### src/rtl/fifo_uart_tx.sv
`default_nettype none
// ============================================================================
//  Module      : fifo_uart_tx
//  Description : Drains an 8-bit synchronous FIFO one byte at a time and
//                transmits each byte as an 8N1 serial frame. The frame is one
//                start bit, eight data bits sent LSB first, and one stop bit.
//                All outputs are registered.
//  Revision    : 1.0 - initial release
// ============================================================================
module fifo_uart_tx #(
    parameter int CLKS_PER_BIT = 16,
    parameter int CNT_W        = 16
) (
    input  logic       clk,
    input  logic       rst,
    input  logic       enable,
    input  logic       fifo_empty,
    input  logic [7:0] fifo_data,
    output logic       fifo_pop,
    output logic       tx,
    output logic       busy,
    output logic       byte_done
);

    localparam logic [2:0] c_st_idle  = 3'd0;
    localparam logic [2:0] c_st_pop   = 3'd1;
    localparam logic [2:0] c_st_load  = 3'd2;
    localparam logic [2:0] c_st_start = 3'd3;
    localparam logic [2:0] c_st_data  = 3'd4;
    localparam logic [2:0] c_st_stop  = 3'd5;

    localparam logic [CNT_W-1:0] c_cnt_last = CNT_W'(CLKS_PER_BIT - 1);
    localparam logic [CNT_W-1:0] c_cnt_one  = CNT_W'(1);

    logic [2:0]       r_state;
    logic [CNT_W-1:0] r_clk_cnt;
    logic [2:0]       r_bit_cnt;
    logic [7:0]       r_shift;
    logic             r_tx;
    logic             r_pop;
    logic             r_busy;
    logic             r_done;

    logic [2:0]       w_state_nxt;
    logic [CNT_W-1:0] w_clk_cnt_nxt;
    logic [2:0]       w_bit_cnt_nxt;
    logic [7:0]       w_shift_nxt;
    logic             w_tx_nxt;
    logic             w_pop_nxt;
    logic             w_busy_nxt;
    logic             w_done_nxt;
    logic             w_bit_end;
    logic             w_can_start;

    // Next-state, counter and output decode. Outputs are derived from the
    // next state so that the registered versions line up with the state.
    always_comb begin
        w_state_nxt   = r_state;
        w_clk_cnt_nxt = r_clk_cnt;
        w_bit_cnt_nxt = r_bit_cnt;
        w_shift_nxt   = r_shift;
        w_bit_end     = (r_clk_cnt == c_cnt_last);
        w_can_start   = enable && !fifo_empty;

        case (r_state)
            c_st_idle: begin
                if (w_can_start) begin
                    w_state_nxt = c_st_pop;
                end
            end
            c_st_pop: begin
                w_state_nxt = c_st_load;
            end
            c_st_load: begin
                // The FIFO presents the popped byte in this cycle.
                w_shift_nxt   = fifo_data;
                w_clk_cnt_nxt = '0;
                w_state_nxt   = c_st_start;
            end
            c_st_start: begin
                if (w_bit_end) begin
                    w_clk_cnt_nxt = '0;
                    w_bit_cnt_nxt = 3'd0;
                    w_state_nxt   = c_st_data;
                end else begin
                    w_clk_cnt_nxt = r_clk_cnt + c_cnt_one;
                end
            end
            c_st_data: begin
                if (w_bit_end) begin
                    w_clk_cnt_nxt = '0;
                    if (r_bit_cnt == 3'd7) begin
                        w_state_nxt = c_st_stop;
                    end else begin
                        w_bit_cnt_nxt = r_bit_cnt + 3'd1;
                        w_shift_nxt   = {1'b0, r_shift[7:1]};
                    end
                end else begin
                    w_clk_cnt_nxt = r_clk_cnt + c_cnt_one;
                end
            end
            c_st_stop: begin
                if (w_bit_end) begin
                    // Chain straight into the next byte when one is waiting.
                    w_clk_cnt_nxt = '0;
                    w_state_nxt   = w_can_start ? c_st_pop : c_st_idle;
                end else begin
                    w_clk_cnt_nxt = r_clk_cnt + c_cnt_one;
                end
            end
            default: begin
                w_state_nxt   = c_st_idle;
                w_clk_cnt_nxt = '0;
            end
        endcase

        w_tx_nxt = 1'b1;
        if (w_state_nxt == c_st_start) begin
            w_tx_nxt = 1'b0;
        end else if (w_state_nxt == c_st_data) begin
            w_tx_nxt = w_shift_nxt[0];
        end
        w_pop_nxt  = (w_state_nxt == c_st_pop);
        w_busy_nxt = (w_state_nxt != c_st_idle);
        w_done_nxt = (w_state_nxt == c_st_stop) && (w_clk_cnt_nxt == c_cnt_last);
    end

    // State, counters and registered outputs; reset forces the line idle at once.
    always_ff @(posedge clk or negedge rst) begin
        if (!rst) begin
            r_state   <= c_st_idle;
            r_clk_cnt <= '0;
            r_bit_cnt <= 3'd0;
            r_shift   <= 8'd0;
            r_tx      <= 1'b1;
            r_pop     <= 1'b0;
            r_busy    <= 1'b0;
            r_done    <= 1'b0;
        end else begin
            r_state   <= w_state_nxt;
            r_clk_cnt <= w_clk_cnt_nxt;
            r_bit_cnt <= w_bit_cnt_nxt;
            r_shift   <= w_shift_nxt;
            r_tx      <= w_tx_nxt;
            r_pop     <= w_pop_nxt;
            r_busy    <= w_busy_nxt;
            r_done    <= w_done_nxt;
        end
    end

    assign tx        = r_tx;
    assign fifo_pop  = r_pop;
    assign busy      = r_busy;
    assign byte_done = r_done;

endmodule
`default_nettype wire

### config.mk
export PLATFORM = sky130hd
export DESIGN_NAME = fifo_uart_tx
export DESIGN_NICKNAME = d
export VERILOG_FILES = /design/src/rtl/fifo_uart_tx.sv
export SDC_FILE = /design/constraint.sdc
export NUM_CORES = 1
export LEC_CHECK = 0
export CAP_MARGIN = 25
export CORE_MARGIN = 4
export CORE_UTILIZATION = 52
export DETAILED_ROUTE_END_ITERATION = 12
export PLACE_DENSITY_LB_ADDON = 0.3
export SYNTH_ARGS = -nofsm -noshare
export SYNTH_HDL_FRONTEND = slang
export SYNTH_SLANG_ARGS = --single-unit
### constraint.sdc
create_clock -name clk -period 2.5 [get_ports clk]
set_clock_uncertainty 0.05 [all_clocks]
set_input_delay 0.75 -clock clk [delete_from_list [all_inputs] [get_ports clk]]
set_output_delay 0.75 -clock clk [all_outputs]
set_load 0.02 [all_outputs]
==> run summary, run 1 <==
Via count: 1852
Post-Syn Area: 0.001913 mm^2
Reg-to-Reg End: byte_done
Post-synth EDFFs: 0
Clock buffers created by TritonCTS: 5
Post-placement cell count: 270
Layout cells sized above 1: 27.92%
TritonCTS Sinks: 34
Net Sw Power: 826.4 uW
Share of flip-flops with an asynchronous set or reset after synthesis: 100.0%
Start of the worst register-to-register path: r_clk_cnt[1]
Portion of total power attributed to sequential cells: 37.9%
TritonCTS clock tree: done
Final routed wirelength across all metal layers: 5529 um
Worst setup EP type: register
Place WS: -0.4445 ps
Number of instances in the synthesized netlist: 202
Maximum clock rate: 0.3968 GHz
Floorplan row count: 21
Count of distinct cell types in the synthesized netlist: 58
Fraction of the core area covered by cells at the end of the flow: 71.76%
Number of nets in the synthesized netlist: 217
Placeable core area: 0.003442 mm^2
Clock slew at the register clock pins of the worst setup and hold paths: 70 ps
Instance count along the most critical hold path: 1
Clock latency on the worst-skew pair: 290 ps
Kind of critical path: register to register
Most used DFF post-synth: sky130_fd_sc_hd__dfrtp_1
Non-filler cells in the finished layout: 286
Vias in the first global route: 1741
Critical path origin: r_clk_cnt[1]
Number of endpoints failing setup at the final stage: 1
CP startpoint kind: register
Per-cell routed wire length: 19.33 um
Effective utilization at floorplan: 55.58%
Run status: complete, but fails checks
Count of filler cells inserted in the layout: 238
Cell type contributing the most total cell area after synthesis: sky130_fd_sc_hd__dfrtp_1
Number of hold buffers added after cts: 0
Failing checks: negative setup slack
H-tree level count: 2
Share of the yosys chip area belonging to registers: 44.54%
Final Hold Fails: 0
Root buffer cell: sky130_fd_sc_hd__clkbuf_8
Hpwl dp: 3549 um
Max-slew violation count: 0
Period utilization: 100.8%
Worst min path class: register to register
Endpoint of the worst hold path: r_bit_cnt[0]
Pwr dens: 865.3 mW/mm^2
I/O Pins: 16
Flop and latch count out of synthesis: 34
Top cells by area, synth: sky130_fd_sc_hd__dfrtp_1 43%, sky130_fd_sc_hd__nand2_1 4.5%, sky130_fd_sc_hd__o21ai_0 3.1%
Pin count of the biggest net entering global routing: 35
Post-layout worst setup margin: -20.28 ps
Number of search-and-repair iterations in the first detailed-routing pass: 5
Residual antenna-violating net count after detailed routing: 0
Leftover overflow at the end of global routing: 0
Static power due to leakage: 0.001045 uW
Die ar.: 0.004714 mm^2
R2R depth: 7
Count of input and output buffers: 15
Average instance area after synthesis: 9.471 um^2
Diode insertion count for antenna repair: 0
Max-cap viol count: 0
Maximum buffer depth of the clock tree: 2
Iteration-0 DRC Markers: 323
Largest fanout on the critical path: 5
Longest individual stage delay on the worst path: 500 ps
Signal arrival time at the worst endpoint: 2670 ps
Slowest CP cell: sky130_fd_sc_hd__or4b_4
Number of antenna violations at the first check in global routing: 0
Gpl congestion: 0.8896
GRT Util Overall: 24.65%
P_int: 1311 uW
Number of nets in the final layout: 254
Combinational fraction of design power: 42.3%
Total area of multi-input combinational cells: 0.001076 mm^2
Setup slack, reg-to-reg: -20 ps
Cell-by-cell trace of the critical path: ha_4 > and4b_2 > nand4_1 > and3_1 > mux2_4 > or4b_4 > nor4_4
Data required time of the worst path: 2650 ps
Remaining routing DRC violations: 0
Fraction of synthesized cell area taken by the top area cell type: 43.17%
Area added between synthesis and finish: 29.10%
Hold Crit Start: r_bit_cnt[0]
Largest vdd supply drop: 0.0004891 V
Global-route wire length before repair: 8383 um
Part of the total power dissipated in the clock network: 19.8%
Via count normalized by instance count: 6.476
Die Y: 68.66 um
Slew margin rel.: 61.08%
Total area of sequential cells: 858.3 um^2
Period minus WS final: 2520 ps
Switching Fraction: 38.67%
Die outline width: 68.66 um
Pin slew with the least headroom to its limit: 581.7 ps
Synth Warn #: 0
==> state kept, by name, summed over array words and instances, names as in the netlist <==
| signal | count |
|---|---|
| byte_done | 1 |
| r_shift | 8 |
| r_state | 3 |
| fifo_pop | 1 |
| r_bit_cnt | 3 |
| tx | 1 |
| busy | 1 |
| r_clk_cnt | 16 |
==> placed cells by master (no fill, tap or decap), types with 5 or more instances in the layout <==
master,count
sky130_fd_sc_hd__dfrtp_1,28
sky130_fd_sc_hd__buf_4,24
sky130_fd_sc_hd__nand2_1,23
sky130_fd_sc_hd__clkdlybuf4s50_1,15
sky130_fd_sc_hd__o21ai_0,12
sky130_fd_sc_hd__inv_1,11
sky130_fd_sc_hd__nor2_1,9
sky130_fd_sc_hd__nand4_1,6
sky130_fd_sc_hd__clkbuf_8,6
sky130_fd_sc_hd__nand2b_1,5
sky130_fd_sc_hd__o31ai_1,5
sky130_fd_sc_hd__nor3_1,5
sky130_fd_sc_hd__or3_1,5
sky130_fd_sc_hd__a22oi_1,5
sky130_fd_sc_hd__dfrtp_2,5
==> cells in the mapped netlist (3+ instances only) <==
cell type                  count
sky130_fd_sc_hd__a21o_1        3
sky130_fd_sc_hd__a21oi_1       4
sky130_fd_sc_hd__a22oi_1       5
sky130_fd_sc_hd__a31oi_1       4
sky130_fd_sc_hd__buf_2         6
sky130_fd_sc_hd__dfrtp_1      33
sky130_fd_sc_hd__ha_1          3
sky130_fd_sc_hd__inv_1        11
sky130_fd_sc_hd__nand2_1      23
sky130_fd_sc_hd__nand2b_1      5
sky130_fd_sc_hd__nand3_1       6
sky130_fd_sc_hd__nand4_1       6
sky130_fd_sc_hd__nor2_1        9
sky130_fd_sc_hd__nor3_1        7
sky130_fd_sc_hd__nor4_1        3
sky130_fd_sc_hd__nor4_2        3
sky130_fd_sc_hd__o211ai_1      3
sky130_fd_sc_hd__o21ai_0      12
sky130_fd_sc_hd__o31ai_1       5
sky130_fd_sc_hd__or3_1         5
==> repair_timing <==
action / in CTS / in global routing
hold endpoints to repair: 0 / 0
setup endpoints to repair: 1 / 2
buffers inserted: 0 / 8
resized for setup: 4 / 23
pin swaps: 0 / 8
==> area by class of cell <==
class | count | share of cell area, %
Multi-Input combinational cell | 147 | 43.57
Sequential cell | 34 | 34.75
Timing Repair Buffer | 40 | 13.83
Clock buffer | 6 | 3.343
Tap cell | 46 | 2.330
Inverter | 11 | 1.672
Clock inverter | 2 | 0.5066
==> layer usage <==
metal / vias up / global-route usage (%) / routed length [um]
li1: 830 / - / -
met1: 876 / 32.22 / 2256
met2: 119 / 37.90 / 2585
met3: 27 / 6.159 / 516
met4: 0 / 12.16 / 170
met5: - / 0 / 0
==> power by group through the flow <==
stage / clock, uW / combinational [uW] / sequential [uW]
floorplan: 0 / 513 / 774
global placement: 0 / 758 / 777
detailed placement: 0 / 770 / 788
CTS: 429 / 786 / 779
global route: 454 / 969 / 824
finish: 423 / 905 / 809
==> worst max-delay path: cells and delay by family (launching register included) <==
family / cells / cell delay (ps)
fa+ha+maj: 1 / 180
flops: 1 / 410
mux: 1 / 270
simple gates: 5 / 1510
==> kinds of logic (layout without fill, tap and decap cells) <==
kind of cell	after synthesis	in the layout	synth area share [%]
simple gates	88	88	27.21
buf+inv	21	59	4.840
compound gates	52	52	19.23
mux	2	2	1.308
xor+xnor	2	2	0.9158
fa+ha+maj	3	3	1.962
flops	34	34	44.54
==> how the worst max path moves through the flow <==
stage          slack (ps)         to
2_1_floorplan         160  byte_done
3_3_place_gp           50  byte_done
3_5_place_dp         -0.4  byte_done
4_1_cts                 7  byte_done
5_1_grt               -40  byte_done
6_report              -20  byte_done
==> per-stage QoR <==
| stage | instance area (um^2) | hold WS, ps | setup TNS (ps) | total power (uW) |
|---|---|---|---|---|
| 4_1_cts | 2310 | 439.4 | 0 | 1995 |
| 2_1_floorplan | 1913 | 395.9 | 0 | 1287 |
| 5_1_grt | 2470 | 467.0 | -44.86 | 2246 |
| 6_report | 2470 | 441.1 | -20.28 | 2137 |
| 3_5_place_dp | 2197 | 421.4 | -0.4445 | 1558 |
| 3_3_place_gp | 2197 | 407.0 | 0 | 1534 |
Power figures use the tool's default switching activity.
==> run 2, diff against run 1 <==
--- a/config.mk
+++ b/config.mk
@@ -5,11 +5,13 @@
 export SDC_FILE = /design/constraint.sdc
 export NUM_CORES = 1
 export LEC_CHECK = 0
-export CAP_MARGIN = 25
+export CAP_MARGIN = 10
 export CORE_MARGIN = 4
 export CORE_UTILIZATION = 52
 export DETAILED_ROUTE_END_ITERATION = 12
 export PLACE_DENSITY_LB_ADDON = 0.3
+export RECOVER_POWER = 25
+export SKIP_LAST_GASP = 1
 export SYNTH_ARGS = -nofsm -noshare
 export SYNTH_HDL_FRONTEND = slang
 export SYNTH_SLANG_ARGS = --single-unit
==> run summary, run 2 (synthesized netlist as in run 1, its figures left out) <==
Switching Fraction: 38.72% (+0.056 points)
Data required time of the worst path: 2650 ps (about the same)
Die Y: 68.66 um (unchanged)
Critical path origin: r_clk_cnt[1]
Part of the total power dissipated in the clock network: 19.8% (about the same)
Reg-to-Reg End: byte_done
Portion of total power attributed to sequential cells: 38.0% (about the same)
Per-cell routed wire length: 19.34 um (about the same)
Place WS: -0.4445 ps (unchanged)
I/O Pins: 16 (unchanged)
Period minus WS final: 2525 ps (+4.861 ps)
Diode insertion count for antenna repair: 0 (unchanged)
Most common library cell in the layout ignoring fill and taps: sky130_fd_sc_hd__dfrtp_1
Largest fanout on the critical path: 5 (unchanged)
Max-cap viol count: 0 (unchanged)
TritonCTS clock tree: done
Worst setup EP type: register
Clock buffers created by TritonCTS: 5 (unchanged)
Via count normalized by instance count: 6.479 (about the same)
Die outline width: 68.66 um (unchanged)
Setup slack, reg-to-reg: -30 ps (about the same)
Vias in the first global route: 1741 (unchanged)
R2R depth: 7 (unchanged)
Start of the worst register-to-register path: r_clk_cnt[1]
TritonCTS Sinks: 34 (unchanged)
Number of search-and-repair iterations in the first detailed-routing pass: 5 (unchanged)
Pin slew with the least headroom to its limit: 815.1 ps (+233.4 ps)
Final routed wirelength across all metal layers: 5531 um (about the same)
Post-layout worst setup margin: -25.14 ps (-4.861 ps)
Placeable core area: 0.003442 mm^2 (unchanged)
Net Sw Power: 827.5 uW (+0.13%)
Maximum clock rate: 0.3960 GHz (-0.19%)
Slowest CP cell: sky130_fd_sc_hd__or4b_4
Kind of critical path: register to register
Slew margin rel.: 45.66% (-15 points)
Root buffer cell: sky130_fd_sc_hd__clkbuf_8
Combinational fraction of design power: 42.3% (about the same)
Remaining routing DRC violations: 0 (unchanged)
Pin count of the biggest net entering global routing: 35 (unchanged)
Number of nets in the final layout: 254 (unchanged)
Pwr dens: 866.1 mW/mm^2 (about the same)
Maximum buffer depth of the clock tree: 2 (unchanged)
Max reg flops: 16 (unchanged)
Largest vdd supply drop: 0.0004891 V (about the same)
Leading registers by flop count: r_clk_cnt: 16 flops, r_shift: 8 flops
Leftover overflow at the end of global routing: 0 (unchanged)
H-tree level count: 2 (unchanged)
Number of endpoints failing setup at the final stage: 1 (unchanged)
Residual antenna-violating net count after detailed routing: 0 (unchanged)
Period utilization: 101.0% (+0.19 points)
CP startpoint kind: register
Die ar.: 0.004714 mm^2 (unchanged)
Effective utilization at floorplan: 55.58% (unchanged)
Failing checks: negative setup slack
End point of the critical path: byte_done
Layout cells sized above 1: 27.92% (unchanged)
Clock slew at the register clock pins of the worst setup and hold paths: 70 ps (about the same)
Count of filler cells inserted in the layout: 239 (+0.42%)
Commonest non-fill, non-tap cells in the layout: 28 x sky130_fd_sc_hd__dfrtp_1, 23 x sky130_fd_sc_hd__nand2_1, 23 x sky130_fd_sc_hd__buf_4
P_int: 1309 uW (-0.10%)
Longest individual stage delay on the worst path: 500 ps (about the same)
Static power due to leakage: 0.001045 uW (about the same)
Clock latency on the worst-skew pair: 290 ps (about the same)
Global-route wire length before repair: 8383 um (unchanged)
Area added between synthesis and finish: 28.97%
Hpwl dp: 3549 um (unchanged)
Total area of multi-input combinational cells: 0.001076 mm^2 (unchanged)
GRT Util Overall: 24.65% (unchanged)
Gpl congestion: 0.8896 (unchanged)
Run status: complete, but fails checks
Fraction of the core area covered by cells at the end of the flow: 71.68% (-0.073 points)
Final Hold Fails: 0 (unchanged)
Floorplan row count: 21 (unchanged)
Max-slew violation count: 0 (unchanged)
Number of antenna violations at the first check in global routing: 0 (unchanged)
Worst min path class: register to register
Cell-by-cell trace of the critical path: ha_4 > and4b_2 > nand4_1 > and3_1 > mux2_4 > or4b_4 > nor4_4
Via count: 1853 (+0.054%)
Signal arrival time at the worst endpoint: 2670 ps (about the same)
Total area of sequential cells: 858.3 um^2 (unchanged)
Iteration-0 DRC Markers: 323 (unchanged)
Register containing the most flip-flops in the final layout: r_clk_cnt
Count of input and output buffers: 15 (unchanged)
run 2: cell count changes in the layout (fill, tap and decap cells not counted), sizes merged:
cell	before	now
buf	25	24
clkbuf	6	7
clkdlybuf4s50	15	14
dlygate4sd3	0	1
run 2: worst min-delay path by stage:
stage,end,startpoint,slack (ps),cells past startpoint
after floorplan,busy,rst,400,0
after global placement,r_shift[5],r_shift[5],410,2
after detailed placement,r_shift[5],r_shift[5],420,2
after CTS,r_shift[5],r_shift[5],440,2
after global routing,r_bit_cnt[0],r_bit_cnt[0],470,1
final,r_bit_cnt[0],r_bit_cnt[0],440,1
run 2: critical path, delay by kind of cell (launching register included):
family	cells	cell delay [ps]
and+or+nand+nor	5	1510
DFF	1	420
muxes	1	270
adders and majority gates	1	190
run 2: timing repair:
item,4_1_cts,5_1_grt
pin swaps,0,8
cloned,0,0
gates resized for setup,4,23
hold endpoints to repair,0,0
hold buffers,0,0
setup buffers,0,8
setup endpoints to repair,1,2
run 2: per-stage QoR:
| step | instances | setup TNS (ps) | power, uW | cell area [um^2] | hold WS, ps |
|---|---|---|---|---|---|
| after global placement | 270 | 0 | 1534 | 2197 | 407.0 |
| after detailed placement | 270 | -0.4445 | 1558 | 2197 | 421.4 |
| after floorplan | 202 | 0 | 1287 | 1913 | 395.9 |
| final | 286 | -25.14 | 2137 | 2467 | 441.1 |
| after CTS | 278 | 0 | 1995 | 2310 | 439.4 |
| after global routing | 286 | -44.86 | 2246 | 2467 | 467.0 |
run 2: layer usage:
layer | vias up | track usage, % | part of all wire [%] | wire length (um)
met5 | - | 0 | 0 | 0
met4 | 0 | 12.16 | 3.1 | 171
met3 | 25 | 6.159 | 9.1 | 504
met2 | 115 | 37.90 | 47 | 2596
met1 | 882 | 32.22 | 41 | 2258
li1 | 831 | - | - | -
run 2: final cells by class:
class	instances	share of cell area [%]
clock inverters	2	0.5071
clock buffers	6	3.347
repair buffers	40	13.74
multi-input cells	147	43.61
well taps	46	2.333
flip-flops and latches	34	34.79
inverters	11	1.673
run 2: power groups by stage:
stage	registers (uW)	clock network (uW)	logic, uW
2_1_floorplan	774	0	513
3_3_place_gp	777	0	758
3_5_place_dp	788	0	770
4_1_cts	779	429	786
5_1_grt	824	454	968
6_report	811	423	903
==> run 3, diff against run 2 <==
--- a/config.mk
+++ b/config.mk
@@ -12,6 +12,7 @@
 export PLACE_DENSITY_LB_ADDON = 0.3
 export RECOVER_POWER = 25
 export SKIP_LAST_GASP = 1
+export SLEW_MARGIN = 0
 export SYNTH_ARGS = -nofsm -noshare
 export SYNTH_HDL_FRONTEND = slang
 export SYNTH_SLANG_ARGS = --single-unit
==> results of run 3 <==
The final DEF is identical to that of run 2; final timing and power are the same.
